File: config.mk
export PLATFORM = sky130hd
export DESIGN_NAME = taliesin_cond_unit
export DESIGN_NICKNAME = d
export VERILOG_FILES = /design/src/rtl/taliesin_cond_pkg.sv /design/src/rtl/taliesin_cond_eval.sv /design/src/rtl/taliesin_cond_unit.sv
export SDC_FILE = /design/constraint.sdc
export NUM_CORES = 1
export LEC_CHECK = 0
export CORE_UTILIZATION = 42
export DETAILED_ROUTE_END_ITERATION = 12
export HOLD_SLACK_MARGIN = 0.15
export PLACE_DENSITY = 0.93
export SLEW_MARGIN = 20
export SYNTH_ARGS = -nofsm -noshare
export SYNTH_HDL_FRONTEND = slang
export SYNTH_SLANG_ARGS = --single-unit
File: constraint.sdc
create_clock -name clk -period 2.65 [get_ports clk]
set_input_delay 0.53 -clock clk [delete_from_list [all_inputs] [get_ports clk]]
set_output_delay 0.53 -clock clk [all_outputs]
set_load 0.02 [all_outputs]
File: src/rtl/taliesin_cond_pkg.sv
// Shared ISA constants for the Taliesin condition unit: CR bit layout,
// condition codes, ALU op codes and the flag/condition helper functions.
package taliesin_cond_pkg;

    // CR / ALU flag bit positions, flags vector is {V,C,Z,N}
    localparam int unsigned CR_N = 0;
    localparam int unsigned CR_Z = 1;
    localparam int unsigned CR_C = 2;
    localparam int unsigned CR_V = 3;

    localparam int unsigned OP_W   = 8;
    localparam int unsigned COND_W = 4;
    localparam int unsigned FLAG_W = 4;

    // ALU operation codes
    localparam logic [OP_W-1:0] OP_NOP  = 8'h00;
    localparam logic [OP_W-1:0] OP_ADD  = 8'h01;
    localparam logic [OP_W-1:0] OP_ADDU = 8'h02;
    localparam logic [OP_W-1:0] OP_SUB  = 8'h03;
    localparam logic [OP_W-1:0] OP_CMP  = 8'h04;
    localparam logic [OP_W-1:0] OP_AND  = 8'h05;
    localparam logic [OP_W-1:0] OP_OR   = 8'h06;
    localparam logic [OP_W-1:0] OP_NOT  = 8'h07;
    localparam logic [OP_W-1:0] OP_LSL  = 8'h08;
    localparam logic [OP_W-1:0] OP_LSR  = 8'h09;
    localparam logic [OP_W-1:0] OP_ASR  = 8'h0A;
    localparam logic [OP_W-1:0] OP_LW   = 8'h10;
    localparam logic [OP_W-1:0] OP_SW   = 8'h11;
    localparam logic [OP_W-1:0] OP_B    = 8'h20;

    // Branch condition codes
    localparam logic [COND_W-1:0] COND_EQ = 4'h0;
    localparam logic [COND_W-1:0] COND_NE = 4'h1;
    localparam logic [COND_W-1:0] COND_CS = 4'h2;
    localparam logic [COND_W-1:0] COND_CC = 4'h3;
    localparam logic [COND_W-1:0] COND_MI = 4'h4;
    localparam logic [COND_W-1:0] COND_PL = 4'h5;
    localparam logic [COND_W-1:0] COND_VS = 4'h6;
    localparam logic [COND_W-1:0] COND_VC = 4'h7;
    localparam logic [COND_W-1:0] COND_HI = 4'h8;
    localparam logic [COND_W-1:0] COND_LS = 4'h9;
    localparam logic [COND_W-1:0] COND_GE = 4'hA;
    localparam logic [COND_W-1:0] COND_LT = 4'hB;
    localparam logic [COND_W-1:0] COND_GT = 4'hC;
    localparam logic [COND_W-1:0] COND_LE = 4'hD;
    localparam logic [COND_W-1:0] COND_AL = 4'hE;
    localparam logic [COND_W-1:0] COND_NV = 4'hF;

    // True for ALU ops that write the condition register
    function automatic logic is_flag_op(input logic [OP_W-1:0] op);
        logic r;
        case (op)
            OP_ADD, OP_ADDU, OP_SUB, OP_CMP, OP_AND,
            OP_OR, OP_NOT, OP_LSL, OP_LSR, OP_ASR: r = 1'b1;
            default:                               r = 1'b0;
        endcase
        return r;
    endfunction

    // Evaluate a condition code against a {V,C,Z,N} flag vector
    function automatic logic cond_eval(input logic [COND_W-1:0] cond,
                                       input logic [FLAG_W-1:0] flags);
        logic n;
        logic z;
        logic c;
        logic v;
        logic r;
        n = flags[CR_N];
        z = flags[CR_Z];
        c = flags[CR_C];
        v = flags[CR_V];
        case (cond)
            COND_EQ: r = z;
            COND_NE: r = !z;
            COND_CS: r = c;
            COND_CC: r = !c;
            COND_MI: r = n;
            COND_PL: r = !n;
            COND_VS: r = v;
            COND_VC: r = !v;
            COND_HI: r = c && !z;
            COND_LS: r = !c || z;
            COND_GE: r = (n == v);
            COND_LT: r = (n != v);
            COND_GT: r = !z && (n == v);
            COND_LE: r = z || (n != v);
            COND_AL: r = 1'b1;
            COND_NV: r = 1'b0;
            default: r = 1'b0;
        endcase
        return r;
    endfunction

endpackage

File: src/rtl/taliesin_cond_eval.sv
// Combinational condition decode; also intended for future predication logic.
module taliesin_cond_eval
    import taliesin_cond_pkg::*;
(
    input  logic [COND_W-1:0] cond,
    input  logic [FLAG_W-1:0] flags,
    output logic              taken_c
);

    // Pure decode of the condition code against the supplied flags
    always_comb begin
        taken_c = cond_eval(cond, flags);
    end

endmodule

File: src/rtl/taliesin_cond_unit.sv
// Taliesin condition unit: owns CR, tracks flag-writing ops in flight and
// resolves conditional branches over a valid/ready request/response pair.
// Optional macro TALIESIN_COND_FWD_EN enables same-cycle flag forwarding
// from the ALU result into branch resolution.
module taliesin_cond_unit
    import taliesin_cond_pkg::*;
#(
    parameter int unsigned PEND_MAX   = 3,
    parameter int unsigned ADDR_W     = 32,
    parameter int unsigned INSN_BYTES = 4
) (
    input  logic              clk,
    input  logic              rst_n,
    input  logic              iss_flag_op,
    output logic              iss_ready,
    input  logic              res_valid,
    input  logic [OP_W-1:0]   res_op,
    input  logic [FLAG_W-1:0] res_flags,
    input  logic              br_valid,
    output logic              br_ready,
    input  logic [COND_W-1:0] br_cond,
    input  logic [ADDR_W-1:0] br_pc,
    input  logic [ADDR_W-1:0] br_target,
    output logic              br_resp_valid,
    input  logic              br_resp_ready,
    output logic              br_taken,
    output logic [ADDR_W-1:0] br_next_pc,
    output logic [FLAG_W-1:0] cr,
    output logic              err_underflow
);

    localparam int unsigned PEND_W = $clog2(PEND_MAX + 1);

    typedef enum logic [0:0] {
        ST_IDLE = 1'b0,
        ST_RESP = 1'b1
    } state_e;

    state_e              state_q;
    state_e              state_d;
    logic [PEND_W-1:0]   pend_q;
    logic                flag_res;
    logic                inc;
    logic                dec;
    logic                flags_stable;
    logic                accept;
    logic                taken_c;
    logic [FLAG_W-1:0]   eff_flags;
    logic [ADDR_W-1:0]   next_pc_c;

    assign flag_res  = res_valid && is_flag_op(res_op);
    assign iss_ready = (pend_q < PEND_W'(PEND_MAX));
    assign inc       = iss_flag_op && iss_ready;
    assign dec       = flag_res;

`ifdef TALIESIN_COND_FWD_EN
    // Last outstanding writer retiring this cycle is forwarded straight in
    assign flags_stable = (pend_q == '0) ||
                          ((pend_q == PEND_W'(1)) && flag_res && !iss_flag_op);
    assign eff_flags    = flag_res ? res_flags : cr;
`else
    // Branch waits until CR itself holds the last written flags
    assign flags_stable = (pend_q == '0) && !flag_res;
    assign eff_flags    = cr;
`endif

    taliesin_cond_eval u_cond_eval (
        .cond    (br_cond),
        .flags   (eff_flags),
        .taken_c (taken_c)
    );

    assign next_pc_c     = taken_c ? br_target : br_pc + ADDR_W'(INSN_BYTES);
    assign br_resp_valid = (state_q == ST_RESP);

    // In-flight flag-writer counter with sticky underflow detection
    always_ff @(posedge clk or negedge rst_n) begin
        if (!rst_n) begin
            pend_q        <= '0;
            err_underflow <= 1'b0;
        end else begin
            if (inc && !dec) begin
                pend_q <= pend_q + PEND_W'(1);
            end else if (dec && !inc && (pend_q != '0)) begin
                pend_q <= pend_q - PEND_W'(1);
            end
            if (dec && (pend_q == '0)) begin
                err_underflow <= 1'b1;
            end
        end
    end

    // Condition register update from flag-writing results
    always_ff @(posedge clk or negedge rst_n) begin
        if (!rst_n) begin
            cr <= '0;
        end else if (flag_res) begin
            cr <= res_flags;
        end
    end

    // Branch FSM state register
    always_ff @(posedge clk or negedge rst_n) begin
        if (!rst_n) begin
            state_q <= ST_IDLE;
        end else begin
            state_q <= state_d;
        end
    end

    // Branch FSM next state and request acceptance
    always_comb begin
        state_d  = state_q;
        br_ready = 1'b0;
        accept   = 1'b0;
        case (state_q)
            ST_IDLE: begin
                br_ready = flags_stable;
                if (br_valid && flags_stable) begin
                    accept  = 1'b1;
                    state_d = ST_RESP;
                end
            end
            ST_RESP: begin
                if (br_resp_ready) begin
                    state_d = ST_IDLE;
                end
            end
            default: state_d = ST_IDLE;
        endcase
    end

    // Response payload captured at acceptance and held through RESP
    always_ff @(posedge clk or negedge rst_n) begin
        if (!rst_n) begin
            br_taken   <= 1'b0;
            br_next_pc <= '0;
        end else if (accept) begin
            br_taken   <= taken_c;
            br_next_pc <= next_pc_c;
        end
    end

endmodule

==> flow_summary.json, run 1 <==
{
  "status": "complete, no violations",
  "largest_net_degree_at_the_start_of_global_routing": 42,
  "worst_skew_pair.late_latency_ps": 290,
  "finalHoldViolCount": 0,
  "initial_cell_density_of_the_core": 0.445,
  "grt_antenna_before_repair": 0,
  "gr-max-usage-layer": "met2",
  "clock_power_share": 0.140,
  "critPathRequiredTime_ps": 2120,
  "first_pass_iters": 4,
  "crit_slowest_cell": "sky130_fd_sc_hd__or4_1",
  "synth.largest_area_cell": "sky130_fd_sc_hd__dfrtp_1",
  "die_area_um2": 6750,
  "synthDominantCellAreaShare": 0.380,
  "period_minus_slack_ps": 2430,
  "post_synth_num_cell_types": 46,
  "max_slew.worst_pin.slew_ps": 933,
  "postCtsSetupBuffers": 0,
  "max-clock-path-buffers": 2,
  "floorplan_die_height_um": 82.2,
  "layout_cell_share_with_drive_strength_beyond_1": 0.0988,
  "globalRouteMet3Util": 0.0495,
  "cts-buffers-inserted": 5,
  "grt.total_usage": 0.235,
  "layout.nets": 513,
  "worstHoldPathType": "primary input to asynchronous set/reset pin",
  "setup.worst_path.start": "res_op[1]",
  "p_int_uw": 1730,
  "post-route-period-util": 0.918,
  "yosysSeqAreaShare": 0.380,
  "antenna-diode-count": 0,
  "clk_pin_slew_worst_paths_ps": 80,
  "ys_top_cells_by_area": "sky130_fd_sc_hd__dfrtp_1, sky130_fd_sc_hd__mux2i_1, sky130_fd_sc_hd__nand2_1, sky130_fd_sc_hd__o21ai_1, sky130_fd_sc_hd__xnor2_1",
  "vdd_drop_max_mv": 0.420,
  "path_delay_family": "simple AND/OR/NAND/NOR gates",
  "rows": 28,
  "placedInstanceArea_um2": 4100,
  "seq_power_share": 0.356,
  "post_synthesis_cell_area_um2": 2700,
  "crit_type": "primary input to output pin",
  "place_congestion": 0.785,
  "critical_path.n_buffers_inverters": 2,
  "clock_tree_from_tritoncts": "done",
  "grt_overflow": 0,
  "die_boundary_width_um": 82.2,
  "timing.critical_path.to_type": "output pin",
  "boundaryPins": 127,
  "finalSetupViolCount": 0,
  "synth_seq_cells": 41,
  "drt_first_iter_violations": 82,
  "routed_wl_um": 7570,
  "postLayoutCellArea_um2": 4170,
  "drt_drc_violations_left": 0,
  "final_power_uw": 2720,
  "layout_stage_area_growth_over_the_synthesis_result_pct": 54.4,
  "route.vias.total": 2637,
  "timing.hold.ws_ps": 379,
  "cp_startpoint_kind": "primary input",
  "cts-htree-levels": 2,
  "grt.met1_usage": 0.272,
  "cellPowerDensity_nw_per_um2": 651,
  "relSlewSlack": 0.378,
  "critPathMaxStageDelay_ps": 530,
  "p_sw_frac": 0.364,
  "design.core.area_um2": 6060,
  "synth_area_per_cell_um2": 9.31,
  "grt_first_pass_wirelength_um": 11900,
  "numClockSinks": 41,
  "total_number_of_yosys_warnings": 0,
  "clock_tree.root_cell": "sky130_fd_sc_hd__clkbuf_8",
  "cap_violations": 0,
  "timing.fmax_mhz": 411,
  "fin_skew_ps": 6.97,
  "dpl.cell_count": 494,
  "p_leak_uw": 0.00181,
  "grt_pass1_vias": 2608,
  "synth-async-reset-ratio": 1.00,
  "final-max-slew-violation-count": 0,
  "globalRouteMet2Util": 0.428,
  "grt_setup_unrepaired": "false",
  "critical_path.cell_chain": "clkdlybuf4s50_1 > or4_1 > nand4_1 > and2_1 > clkbuf_2",
  "synth.net_count": 377,
  "power_frac_comb": 0.504,
  "hpwl_um": 5980,
  "netSwitchingPower_uw": 988,
  "ant_nets": 0,
  "post_layout_nonfiller_instances": 500,
  "syn-instance-count": 290,
  "port_buffers": 126,
  "ctsHoldBuffers": 0,
  "drt-wirelength-per-cell_um": 15.1,
  "crit_path_max_fanout": 2,
  "regToRegStartpoint": "cr[3]",
  "route.detailed.vias_per_inst": 5.27,
  "postCtsResizedCells": 1,
  "dominantRegCellSynth": "sky130_fd_sc_hd__dfrtp_1",
  "critPathArrivalTime_ps": 1900,
  "synth-edff-count": 0
}
cell usage after synthesis (all sizes together), types with 2 or more instances:
| cell type | instances |
|---|---|
| xor2 | 11 |
| and3 | 3 |
| inv | 9 |
| mux2 | 7 |
| dfrtp | 41 |
| nand2 | 48 |
| or4 | 2 |
| xnor2 | 18 |
| mux2i | 34 |
| nand3 | 15 |
| dlygate4sd1 | 2 |
| clkbuf | 5 |
| o21ai | 34 |
| buf | 4 |
| a21oi | 5 |
| or2b | 3 |
| nand4 | 9 |
| nor3 | 9 |
| nor4 | 8 |
| dlymetal6s2s | 2 |
| a21o | 2 |
| and4 | 2 |
| nor2 | 5 |
kinds of logic (layout without fill, tap and decap cells):
kind of cell | after synthesis | after routing | share of synthesized area
simple gates | 110 | 110 | 0.213
compound gates | 46 | 46 | 0.0987
mux | 41 | 41 | 0.158
flops | 41 | 41 | 0.380
xor+xnor | 29 | 29 | 0.0968
buf+inv | 22 | 157 | 0.0491
fa+ha+maj | 1 | 1 | 0.00463
power by group through the flow:
stage	Sequential (µW)	Clock [µW]	Combinational [µW]
after global placement	973	0	1340
after floorplan	1230	0	409
final	968	380	1370
after detailed placement	980	0	1380
after global routing	998	419	1470
after CTS	972	392	1380
final timing paths:
| kind | endpoint | slack, ps | cells after the start |
|---|---|---|---|
| min in group clk | err_underflow | 480 | 2 |
| hold / removal | br_next_pc[24] | 380 | 1 |
| setup / recovery | br_ready | 220 | 5 |
| hold reg to reg | err_underflow | 480 | 2 |
| max in group asynchronous | br_next_pc[6] | 1690 | 1 |
| setup reg to reg | br_next_pc[28] | 470 | 7 |
routing by layer:
metal | up-vias | share of wire
li1 | 1292 | -
met2 | 88 | 0.53
met4 | 0 | 0.017
met3 | 14 | 0.056
met5 | - | 0
met1 | 1243 | 0.40
registers in the layout, indices dropped and copies added (netlist names):
name,flops
pend_q,2
br_taken,1
cr,4
br_resp_valid,1
err_underflow,1
br_next_pc,32
cells in the final DEF (no fill, tap or decap), types with 2 or more instances in the layout:
master                              n
sky130_fd_sc_hd__or2b_2             2
sky130_fd_sc_hd__o21ai_1           34
sky130_fd_sc_hd__nand4_1            8
sky130_fd_sc_hd__clkdlybuf4s50_1  124
sky130_fd_sc_hd__nand2_1           48
sky130_fd_sc_hd__buf_12             2
sky130_fd_sc_hd__and4_1             2
sky130_fd_sc_hd__and3_1             3
sky130_fd_sc_hd__xor2_1            10
sky130_fd_sc_hd__clkbuf_8           5
sky130_fd_sc_hd__buf_4             14
sky130_fd_sc_hd__inv_1              8
sky130_fd_sc_hd__a21oi_1            5
sky130_fd_sc_hd__dfrtp_1           41
sky130_fd_sc_hd__mux2i_1           34
sky130_fd_sc_hd__mux2_4             2
sky130_fd_sc_hd__mux2_2             4
sky130_fd_sc_hd__xnor2_1           18
sky130_fd_sc_hd__nor3_1             9
sky130_fd_sc_hd__nor4_1             6
sky130_fd_sc_hd__nand3_1           14
sky130_fd_sc_hd__nor2_1             5
area by class of cell:
type | count | area, µm²
fillers | 490 | 1890
clock inverters | 1 | 5.00
repair buffers | 142 | 1400
clock buffers | 5 | 68.8
flip-flops and latches | 41 | 1030
well taps | 75 | 93.8
multi-input cells | 227 | 1550
inverters | 9 | 33.8
per-stage QoR:
stage	setup slack, ps	TNS [ps]	util
3_3_place_gp	-184	-209	0.677
6_report	217	0	0.688
3_5_place_dp	-215	-1040	0.677
4_1_cts	57.6	0	0.689
5_1_grt	104	0	0.688
2_1_floorplan	352	0	-
No activity file was read; power rests on OpenSTA's default activity.
==> run 2, diff against run 1 <==
HOLD_SLACK_MARGIN = 0.08   (was 0.15)
==> results of run 2 <==
The final DEF is identical to that of run 1; final timing and power are the same.
==> run 3, diff against run 2 <==
MAX_ROUTING_LAYER = met4   (was default)
==> flow_summary.json, run 3 (synthesis results as in run 1) <==
{
  "status": "complete, no violations",
  "final_power_uw": 2720,
  "max_flop_register": "br_next_pc",
  "cap_violations": 0,
  "drt-wirelength-per-cell_um": 15.1,
  "clock_tree_from_tritoncts": "done",
  "routed_wl_um": 7570,
  "route.vias.total": 2633,
  "port_buffers": 126,
  "p_leak_uw": 0.00181,
  "cp_startpoint_kind": "primary input",
  "fin_skew_ps": 7.18,
  "worstHoldPathType": "primary input to asynchronous set/reset pin",
  "largest_reg_flops": 32,
  "cts-htree-levels": 2,
  "post-route-period-util": 0.918,
  "vdd_drop_max_mv": 0.420,
  "cts-buffers-inserted": 5,
  "postCtsSetupBuffers": 0,
  "hpwl_um": 5980,
  "relSlewSlack": 0.380,
  "boundaryPins": 127,
  "first_pass_iters": 4,
  "timing.critical_path.to_type": "output pin",
  "crit_type": "primary input to output pin",
  "clk_pin_slew_worst_paths_ps": 80,
  "die_area_um2": 6750,
  "timing.hold.ws_ps": 378,
  "grt_pass1_vias": 2609,
  "final_common_cell": "sky130_fd_sc_hd__clkdlybuf4s50_1",
  "finalSetupViolCount": 0,
  "layout_cell_share_with_drive_strength_beyond_1": 0.0988,
  "finalHoldViolCount": 0,
  "crit_path_max_fanout": 2,
  "timing.fmax_mhz": 411,
  "layout_top_registers": "br_next_pc: 32 flops, cr: 4 flops, pend_q: 2 flops",
  "route.detailed.vias_per_inst": 5.27,
  "max_slew.worst_pin.slew_ps": 930,
  "max-clock-path-buffers": 2,
  "layout.nets": 513,
  "critPathRequiredTime_ps": 2120,
  "largest_net_degree_at_the_start_of_global_routing": 42,
  "design.core.area_um2": 6060,
  "drt_drc_violations_left": 0,
  "grt_first_pass_wirelength_um": 12000,
  "layout_stage_area_growth_over_the_synthesis_result_pct": 54.4,
  "initial_cell_density_of_the_core": 0.445,
  "filler_cell_count_in_the_final_layout": 490,
  "antenna-diode-count": 0,
  "critPathArrivalTime_ps": 1900,
  "clock_tree.root_cell": "sky130_fd_sc_hd__clkbuf_8",
  "ant_nets": 0,
  "rows": 28,
  "place_congestion": 0.796,
  "grt_overflow": 0,
  "grt_setup_unrepaired": "false",
  "numClockSinks": 41,
  "final-max-slew-violation-count": 0,
  "period_minus_slack_ps": 2430,
  "floorplan_die_height_um": 82.2,
  "die_boundary_width_um": 82.2,
  "cellPowerDensity_nw_per_um2": 652,
  "grt.total_usage": 0.241,
  "drt_first_iter_violations": 93,
  "layout_common_cells": "sky130_fd_sc_hd__clkdlybuf4s50_1, sky130_fd_sc_hd__nand2_1, sky130_fd_sc_hd__dfrtp_1",
  "worst_skew_pair.late_latency_ps": 290,
  "grt_antenna_before_repair": 0
}
[run 3: per-stage QoR]
| step | cells | setup TNS [ps] | util | instance area, µm² | worst slack (ps) |
|---|---|---|---|---|---|
| 3_3_place_gp | 494 | -209 | 0.677 | 4100 | -184 |
| 5_1_grt | 500 | 0 | 0.688 | 4170 | 104 |
| 6_report | 500 | 0 | 0.688 | 4170 | 217 |
| 3_5_place_dp | 494 | -1040 | 0.677 | 4100 | -215 |
| 4_1_cts | 500 | 0 | 0.689 | 4170 | 57.6 |
| 2_1_floorplan | 290 | 0 | - | 2700 | 352 |
[run 3: worst paths after layout]
check / start / endpoint / slack [ps] / cells after the start
setup / recovery: res_op[1] / br_ready / 220 / 5
hold / removal: rst_n / br_next_pc[24] / 380 / 1
max in group asynchronous: rst_n / br_next_pc[6] / 1690 / 1
min in group clk: err_underflow / err_underflow / 480 / 2
setup reg to reg: cr[3] / br_next_pc[28] / 460 / 7
hold reg to reg: err_underflow / err_underflow / 480 / 2
[run 3: where the power goes]
part / internal [µW] / switching [µW] / total [µW]
sequential: 838 / 130 / 968
clock: 173 / 207 / 380
combinational: 716 / 652 / 1370
total: 1730 / 989 / 2720
[run 3: final cells by class]
type                       count  area [µm²]  area share
clock buffer                   5        68.8      0.0165
clock inverter                 1        5.00     0.00120
inverter                       9        33.8     0.00810
multi-input combinational    227        1550       0.371
sequential                    41        1030       0.246
tap                           75        93.8      0.0225
timing repair buffer         142        1400       0.335
[run 3: worst max-delay path, stage by stage]
cell                              delay, ps
sky130_fd_sc_hd__clkdlybuf4s50_1        420
sky130_fd_sc_hd__or4_1                  530
sky130_fd_sc_hd__nand4_1                130
sky130_fd_sc_hd__and2_1                 130
sky130_fd_sc_hd__clkbuf_2               160
[run 3: layer usage]
metal,share of wire,vias to the layer above,GRT usage
li1,-,1292,-
met1,0.40,1237,0.272
met2,0.53,90,0.428
met3,0.055,14,0.0484
met4,0.015,0,0.0737
met5,0,-,-
[run 3: timing repair]
item / CTS / global route
hold buffers: 0 / 0
gates resized for setup: 1 / 2
endpoints found under the hold margin: 0 / 0
endpoints found under the setup margin: 1 / 1
